[src/rtl/inst_encode_unit.sv]
// -----------------------------------------------------------------------------
// inst_encode_unit
//
// Streaming RV32I instruction encoder. Packs opcode, register indices, funct
// fields and a 32-bit byte-offset immediate into one instruction word, which is
// the inverse of immediate extraction. One word is emitted per accepted request
// over a run of len_i words. The k-th word of a run carries write address
// base + 4*k, which wraps modulo 2^ADDR_WIDTH.
//
// Optional build macro: ENCODER_RANGE_CHECK_EN
//   Defined   : out_err_o flags an immediate that is out of range or misaligned
//               for its format, or an unknown opcode. err_cnt_o counts flagged
//               words at output handshake and saturates at all-ones.
//   Undefined : out_err_o and err_cnt_o are tied to zero.
//
// Ports
//   clk_i, rst_ni          clock; asynchronous active-low reset
//   start_i                start a run (sampled only while idle)
//   base_addr_i, len_i     first byte address and word count, latched on start
//   in_valid_i/in_ready_o  request handshake
//   op_i, rd_i, rs1_i, rs2_i, funct3_i, funct7_i, imm_i   instruction fields
//   out_valid_o/out_ready_i output handshake (one-deep output register)
//   out_inst_o, out_addr_o encoded word and its write address
//   out_err_o, err_cnt_o   range-check flag and saturating error count
//   busy_o, done_o         run in progress; one-cycle end-of-run pulse
// -----------------------------------------------------------------------------
module inst_encode_unit #(
    parameter int ADDR_WIDTH = 32,
    parameter int CNT_WIDTH  = 16,
    localparam int REG_WIDTH = 32
) (
    input  logic                  clk_i,
    input  logic                  rst_ni,
    input  logic                  start_i,
    input  logic [ADDR_WIDTH-1:0] base_addr_i,
    input  logic [CNT_WIDTH-1:0]  len_i,
    input  logic                  in_valid_i,
    output logic                  in_ready_o,
    input  logic [6:0]            op_i,
    input  logic [4:0]            rd_i,
    input  logic [4:0]            rs1_i,
    input  logic [4:0]            rs2_i,
    input  logic [2:0]            funct3_i,
    input  logic [6:0]            funct7_i,
    input  logic [REG_WIDTH-1:0]  imm_i,
    output logic                  out_valid_o,
    input  logic                  out_ready_i,
    output logic [REG_WIDTH-1:0]  out_inst_o,
    output logic [ADDR_WIDTH-1:0] out_addr_o,
    output logic                  out_err_o,
    output logic [CNT_WIDTH-1:0]  err_cnt_o,
    output logic                  busy_o,
    output logic                  done_o
);

    localparam logic [6:0] OP_LUI    = 7'b0110111;
    localparam logic [6:0] OP_AUIPC  = 7'b0010111;
    localparam logic [6:0] OP_JAL    = 7'b1101111;
    localparam logic [6:0] OP_JALR   = 7'b1100111;
    localparam logic [6:0] OP_BRANCH = 7'b1100011;
    localparam logic [6:0] OP_LOAD   = 7'b0000011;
    localparam logic [6:0] OP_STORE  = 7'b0100011;
    localparam logic [6:0] OP_ALUI   = 7'b0010011;
    localparam logic [6:0] OP_ALU    = 7'b0110011;

    typedef enum logic [1:0] {
        S_IDLE,
        S_ACTIVE,
        S_DRAIN,
        S_DONE
    } state_e;

    state_e                  state_q, state_d;
    logic [ADDR_WIDTH-1:0]   addr_q, addr_d;
    logic [CNT_WIDTH-1:0]    rem_q, rem_d;
    logic                    out_valid_q, out_valid_d;
    logic [REG_WIDTH-1:0]    out_inst_q, out_inst_d;
    logic [ADDR_WIDTH-1:0]   out_addr_q, out_addr_d;
    logic [REG_WIDTH-1:0]    enc_word;
    logic                    accept;
    logic                    handshake;

    assign in_ready_o  = (state_q == S_ACTIVE) && (!out_valid_q || out_ready_i);
    assign accept      = in_valid_i && in_ready_o;
    assign handshake   = out_valid_q && out_ready_i;
    assign out_valid_o = out_valid_q;
    assign out_inst_o  = out_inst_q;
    assign out_addr_o  = out_addr_q;
    assign busy_o      = (state_q != S_IDLE);
    assign done_o      = (state_q == S_DONE);

    // Immediate scatter; unknown opcodes fall back to R-type packing.
    always_comb begin
        enc_word = {funct7_i, rs2_i, rs1_i, funct3_i, rd_i, op_i};
        case (op_i)
            OP_LUI, OP_AUIPC:
                enc_word = {imm_i[31:12], rd_i, op_i};
            OP_JAL:
                enc_word = {imm_i[20], imm_i[10:1], imm_i[11], imm_i[19:12], rd_i, op_i};
            OP_BRANCH:
                enc_word = {imm_i[12], imm_i[10:5], rs2_i, rs1_i, funct3_i,
                            imm_i[4:1], imm_i[11], op_i};
            OP_STORE:
                enc_word = {imm_i[11:5], rs2_i, rs1_i, funct3_i, imm_i[4:0], op_i};
            OP_JALR, OP_LOAD, OP_ALUI:
                enc_word = {imm_i[11:0], rs1_i, funct3_i, rd_i, op_i};
            default: ;
        endcase
    end

    always_comb begin
        state_d     = state_q;
        addr_d      = addr_q;
        rem_d       = rem_q;
        out_valid_d = out_valid_q;
        out_inst_d  = out_inst_q;
        out_addr_d  = out_addr_q;

        if (handshake) begin
            out_valid_d = 1'b0;
        end
        // A same-cycle accept refills the register the handshake just freed.
        if (accept) begin
            out_valid_d = 1'b1;
            out_inst_d  = enc_word;
            out_addr_d  = addr_q;
            addr_d      = addr_q + ADDR_WIDTH'(4);
            rem_d       = rem_q - CNT_WIDTH'(1);
        end

        case (state_q)
            S_IDLE: begin
                if (start_i) begin
                    addr_d = base_addr_i;
                    rem_d  = len_i;
                    if (len_i == '0) begin
                        state_d = S_DONE;
                    end else begin
                        state_d = S_ACTIVE;
                    end
                end
            end
            S_ACTIVE: begin
                if (accept && rem_q == CNT_WIDTH'(1)) begin
                    state_d = S_DRAIN;
                end
            end
            S_DRAIN: begin
                if (!out_valid_q || out_ready_i) begin
                    state_d = S_DONE;
                end
            end
            S_DONE: begin
                state_d = S_IDLE;
            end
            default: state_d = S_IDLE;
        endcase
    end

    always_ff @(posedge clk_i or negedge rst_ni) begin
        if (!rst_ni) begin
            state_q     <= S_IDLE;
            addr_q      <= '0;
            rem_q       <= '0;
            out_valid_q <= 1'b0;
            out_inst_q  <= '0;
            out_addr_q  <= '0;
        end else begin
            state_q     <= state_d;
            addr_q      <= addr_d;
            rem_q       <= rem_d;
            out_valid_q <= out_valid_d;
            out_inst_q  <= out_inst_d;
            out_addr_q  <= out_addr_d;
        end
    end

`ifdef ENCODER_RANGE_CHECK_EN
    logic                 enc_err;
    logic                 out_err_q, out_err_d;
    logic [CNT_WIDTH-1:0] err_cnt_q, err_cnt_d;
    logic                 fits_i12, fits_b13, fits_j21;

    // Sign-extension checks: the discarded upper bits must all equal the
    // top bit kept by the format.
    assign fits_i12 = (&imm_i[31:11]) || !(|imm_i[31:11]);
    assign fits_b13 = (&imm_i[31:12]) || !(|imm_i[31:12]);
    assign fits_j21 = (&imm_i[31:20]) || !(|imm_i[31:20]);

    always_comb begin
        enc_err = 1'b0;
        case (op_i)
            OP_LUI, OP_AUIPC:                    enc_err = (imm_i[11:0] != '0);
            OP_JAL:                              enc_err = !fits_j21 || imm_i[0];
            OP_BRANCH:                           enc_err = !fits_b13 || imm_i[0];
            OP_STORE, OP_JALR, OP_LOAD, OP_ALUI: enc_err = !fits_i12;
            OP_ALU:                              enc_err = 1'b0;
            default:                             enc_err = 1'b1;
        endcase
    end

    always_comb begin
        out_err_d = out_err_q;
        err_cnt_d = err_cnt_q;
        if (accept) begin
            out_err_d = enc_err;
        end
        if (handshake && out_err_q && err_cnt_q != '1) begin
            err_cnt_d = err_cnt_q + CNT_WIDTH'(1);
        end
        if (state_q == S_IDLE && start_i) begin
            err_cnt_d = '0;
        end
    end

    always_ff @(posedge clk_i or negedge rst_ni) begin
        if (!rst_ni) begin
            out_err_q <= 1'b0;
            err_cnt_q <= '0;
        end else begin
            out_err_q <= out_err_d;
            err_cnt_q <= err_cnt_d;
        end
    end

    assign out_err_o = out_err_q;
    assign err_cnt_o = err_cnt_q;
`else
    assign out_err_o = 1'b0;
    assign err_cnt_o = '0;
`endif

endmodule

[config.mk]
export PLATFORM = sky130hd
export DESIGN_NAME = inst_encode_unit
export DESIGN_NICKNAME = d
export VERILOG_FILES = /design/src/rtl/inst_encode_unit.sv
export SDC_FILE = /design/constraint.sdc
export NUM_CORES = 1
export LEC_CHECK = 0
export BUFFER_PORTS_ARGS = -buffer_cell sky130_fd_sc_hd__clkbuf_2
export CAP_MARGIN = 10
export CORE_MARGIN = 2
export CORE_UTILIZATION = 35
export CTS_BUF_LIST = sky130_fd_sc_hd__clkbuf_8
export CTS_CLUSTER_DIAMETER = 100
export DETAILED_ROUTE_END_ITERATION = 6
export PLACE_DENSITY_LB_ADDON = 0.25
export SYNTH_ARGS = -nofsm -noshare
export SYNTH_HDL_FRONTEND = slang
export SYNTH_SLANG_ARGS = --single-unit
export TNS_END_PERCENT = 5
[constraint.sdc]
create_clock -name clk_i -period 2.4 [get_ports clk_i]
set_clock_uncertainty 0.05 [all_clocks]
set_input_delay 0.24 -clock clk_i [delete_from_list [all_inputs] [get_ports clk_i]]
set_output_delay 0.24 -clock clk_i [all_outputs]
set_load 0.02 [all_outputs]
==> Word level (Yosys, flattened, before mapping) <==
Cells that the tools add are included.
W data, S select, Z words.
{ "totals": {"out_inout_bits": 85, "register_bits": 115, "elab_cells": 50, "input_bits": 117} }
{ "classes": {"eq_ne": 15, "muxes": 14, "n_reduce_logical": 13, "add_sub_neg": 2} }
{ "ops": {"columns": ["op", "count"], "rows": [
  ["$pmux W32 S5", 1],
  ["$mux W32", 3],
  ["$mux W16", 3],
  ["$add A32 B3 Y32 const B", 1],
  ["$eq A7 B7 Y1 const B", 3],
  ["$eq A16 B1 Y1 const B", 1],
  ["$logic_not A16 Y1", 1],
  ["$sub A16 B1 Y16 const B", 1],
  ["$eq A7 B5 Y1 const B", 2],
  ["$eq A7 B6 Y1 const B", 2],
  ["$mux W2", 4],
  ["$pmux W2 S4", 1],
  ["$eq A7 B2 Y1 const B", 1],
  ["$eq A2 B2 Y1 const B", 2],
  ["$logic_and A1 B1 Y1", 4],
  ["$ne A2 B2 Y1 const B", 2],
  ["$reduce_bool A2 Y1", 2],
  ["$reduce_and A3 Y1", 1],
  ["$reduce_or A3 Y1", 1],
  ["$eq A2 B1 Y1 const B", 1],
  ["$logic_not A2 Y1", 1],
  ["$mux W1", 2],
  ["$ne A2 B1 Y1 const B", 1],
  ["$reduce_or A2 Y1", 1],
  ["other kinds (2)", 2]
]} }

==> Depth between registers and ports, before layout <==
{ "depth": {"depth_word": 7, "mapped_depth": 8, "ltp_nobuf": 7} }

==> Worst setup path before layout <==
OpenSTA, ideal clock, no wires.
{ "synth_timing": {"path_type": "reg2reg", "startpoint": "register state_q[1]", "endpoint": "register addr_q[18]", "n_path_buf": 1, "path_stages_with_launch": 9, "path_slack_ns": 0.368, "synth_period_minus_slack_ns": 2.032, "arrival_time_ns": 1.848, "path_cell_list": "dfrtp_1 -> inv_1 -> ha_1 -> and2_0 -> nand4_1 -> buf_1 -> nor4_1 -> xnor2_1 -> o21ai_0"} }
{ "synth_between": {"elab_chain_cells": 6, "word_cells_on_any_way": 7, "cone_classes": "1 x eq/ne; 3 x mux; 3 x reduce/logical"} }
{ "synth_lines": {"columns": ["item", "line_no", "source"], "rows": [
  ["start, declared", "73", "state_e state_q, state_d;"],
  ["start signal, assigned", "169", "state_q <= state_d;"],
  ["$eq A2 B1 Y1", "83", "assign in_ready_o = (state_q == S_ACTIVE) && (!out_valid_q || out_ready_i);"],
  ["$logic_and A1 B1 Y1", "83", null],
  ["$logic_and A1 B1 Y1", "84", "assign accept = in_valid_i && in_ready_o;"],
  ["$mux W32", "123", "if (accept) begin"],
  ["$mux W32", "133", "if (start_i) begin"],
  ["$mux W32 *", "131", "case (state_q)"],
  ["named net addr_d[18]", "74", "logic [ADDR_WIDTH-1:0] addr_q, addr_d;"],
  ["end signal, assigned", "170", "addr_q <= addr_d;"],
  ["end, declared", "74", null]
]} }
Mark *: on every way through the listed nets, which the timed path passes. The rest lies on a longest branch.
A chain may end at the register's enable or synchronous reset.

==> Worst setup path after layout <==
{ "layout_timing": {"startpoint": "register state_q[1]", "endpoint": "register state_q[0]"} }
{ "layout_between": {"elab_chain_cells": 6, "word_cells_on_any_way": 12, "cone_classes": "6 x eq/ne; 1 x mux; 5 x reduce/logical"} }
{ "layout_lines": {"columns": ["item", "line_no", "source"], "rows": [
  ["$eq A2 B1 Y1", "83, 131", null],
  ["$logic_and A1 B1 Y1", "83", null],
  ["$logic_and A1 B1 Y1", "84", null],
  ["$logic_and A1 B1 Y1", "144", "if (accept && rem_q == CNT_WIDTH'(1)) begin"],
  ["$ne A2 B1 Y1 (no source line)", null, null],
  ["$reduce_and A3 Y1 (no source line)", null, null]
]} }
Parallel ways exist; a longest one is shown, timed or not.

==> reports/metrics.yaml <==
status: "complete, no violations"
htreeDepth: 4
drt_iter0_drc: 305
synth_cell_type_count: 47
setup_slack_ns: 0.194
wire_per_inst_um: 14.6
synth_area_leaders: "dfrtp_1 48%, nand2_1 12%, o21ai_0 5.1%, xnor2_1 3.9%, mux2i_1 3.3%"
slew_headroom_pct: 59.6
die_width_um: 135
overflow: 0
cts_tree: "built"
vias: 5473
cts_root_buf: "clkbuf_8"
cts_made_buffers: 17
power.total_uw: 8670
cts_buffer_depth: 2
ys.flop_type: "dfrtp_1"
die_area_um2: 18200
leakagePower_uw: 0.00389
clk_pin_slew_ns: 0.07
initial_core_util_pct: 36.0
setup-tns-final_ns: 0
rows: 47
grt_pass1_vias: 5294
dpl.hpwl_mm: 11.9
fmax_ghz: 0.453
timing.max_cap.violations: 0
path_class: "reg2reg"
pre_cts_ws_ns: 0.218
synth_top_cell_by_area: "dfrtp_1"
grt_pass1_wl_mm: 26.9
start_kind: "flip-flop"
gr-usage-all-layers_pct: 18.7
n_antenna_cell: 0
drv_slew: 0
reg2reg_from: "state_q[1]$_DFFE_PN0P_"
num-nets-final: 1036
required_ns: 2.70
reg2reg_depth: 7
crit_end: "state_q[0]$_DFFE_PN0P_"
cts.repair.resized: 0
rsz0062_at_grt: "false"
hold_class: "in2reg"
startpoint: "state_q[1]$_DFFE_PN0P_"
timing.final.hold_violations: 0
avgSynthCellArea_um2: 8.82
end_kind: "flip-flop"
worstMarginPinSlew_ns: 0.605
portBuffers: 184
reg2reg_slack_ns: 0.19
clock_sinks: 115
dr.pass1.iters: 4
ys_top_cells_by_count: "198 x nand2_1, 115 x dfrtp_1, 61 x o21ai_0"
core_area_um2: 16700
instances_no_fill: 1145
yosysMostFrequentCell: "nand2_1"
synth_edf_count: 0
ios: 202
syn_to_final_growth_pct: 33.4
wirelength_mm: 16.7
antenna_found_initial: 0
cp_max_fo: 5
ir_drop_mv: 0.447
cts_setup_buffers: 0
clk_latency_ns: 0.43
layout-drive-gt1-share_pct: 26.4
fin_crit_ns: 2.21
synth_cells: 682
synthesis.area_um2: 6010
async_flop_share_pct: 100
layout_worst_path_cycle_share_pct: 91.9
r2r-end: "state_q[0]$_DFFE_PN0P_"
finalSetupViolations: 0
dpl.cell_count: 1063
synth_top_area_share_pct: 47.8
synth_seq_cells: 115
power.density_nw_per_um2: 1080
yosysWarningCount: 0
detail_route.vias_per_cell: 4.78
drc: 0
crit_arrival_ns: 2.51
gp_congestion: 0.866
ys_seq_area_share_pct: 47.8
die_height_um: 135
grt_max_degree: 58
antenna_left: 0
## report_power, final
part | total [uW] | internal (uW) | switching (uW)
combinational | 3520 | 1310 | 2210
clock | 1610 | 817 | 792
sequential | 3550 | 2830 | 713
## sequential cells by signal, summed over array words and instances (netlist names)
name	count
out_addr_o	32
addr_q	32
out_inst_o	32
rem_q	16
out_valid_o	1
state_q	2
## through the flow
step	utilization, %	area (um^2)	hold slack [ns]
final	48.0	8020	0.0381
after global routing	48.0	8020	0.0133
after CTS	48.0	8020	0.00446
after detailed placement	43.0	7170	0.242
after global placement	43.0	7170	0.242
after floorplan	-	6070	-0.106
## logic make-up after synthesis
group           count (synthesis)  share of synthesized area [%]
fa+ha+maj                       7                           1.46
flops                         115                           47.8
compound gates                104                           9.47
other cells                     1                         0.0623
mux                            21                           3.52
xor+xnor                       43                           6.26
buf+inv                        64                           5.20
simple gates                  327                           26.2
## worst min path at each step
stage | endpoint | from | cells past startpoint
6_report | out_inst_o[4]$_DFFE_PN0P_ | op_i[4] | 3
5_1_grt | out_inst_o[13]$_DFFE_PN0P_ | funct3_i[1] | 3
4_1_cts | addr_q[3]$_DFF_PN0_ | base_addr_i[3] | 3
3_5_place_dp | out_addr_o[7]$_DFFE_PN0P_ | rst_ni | 1
3_3_place_gp | out_addr_o[7]$_DFFE_PN0P_ | rst_ni | 1
2_1_floorplan | addr_q[0]$_DFFE_PN0P_ | rst_ni | 0
## cell type report
class,instances,area [um^2]
fill,1701,8680
multi-input combinational,519,2910
sequential,115,2880
timing repair buffer,249,1570
tap,220,275
clock buffer,18,248
clock inverter,14,100
inverter,10,37.5
## cells in the final DEF (no fill, tap or decap), drive strengths merged, types with 17 or more instances in the layout
cell type | Yosys | final
o21ai | 67 | 67
mux2i | 20 | 20
nand3 | 19 | 19
nand2 | 198 | 198
nor2 | 30 | 30
xnor2 | 27 | 27
dfrtp | 115 | 115
conb | 1 | 17
clkbuf | 30 | 201
nor4 | 25 | 25
a21oi | 21 | 21
dlygate4sd3 | 0 | 50
## metal layers
metal / routed length, um / track usage (%) / up-vias / part of all wire (%)
li1: - / - / 2743 / -
met1: 7570 / 24.2 / 2586 / 45
met2: 8190 / 31.2 / 125 / 49
met3: 728 / 4.24 / 19 / 4.4
met4: 208 / 6.31 / 0 / 1.2
met5: 0 / 0 / - / 0
## critical path, stage by stage (launching register included)
cell	delay (ns)
dfrtp_1	0.40
inv_1	0.10
ha_1	0.20
and2_0	0.34
nand4_1	0.17
o41ai_1	0.45
o211ai_1	0.20
a22oi_1	0.21
## timing repair
item                                    CTS  global route
endpoints found under the setup margin    0             0
hold endpoints to repair                 90             0
hold buffers                             50             0
No activity file was read; power rests on OpenSTA's default activity.
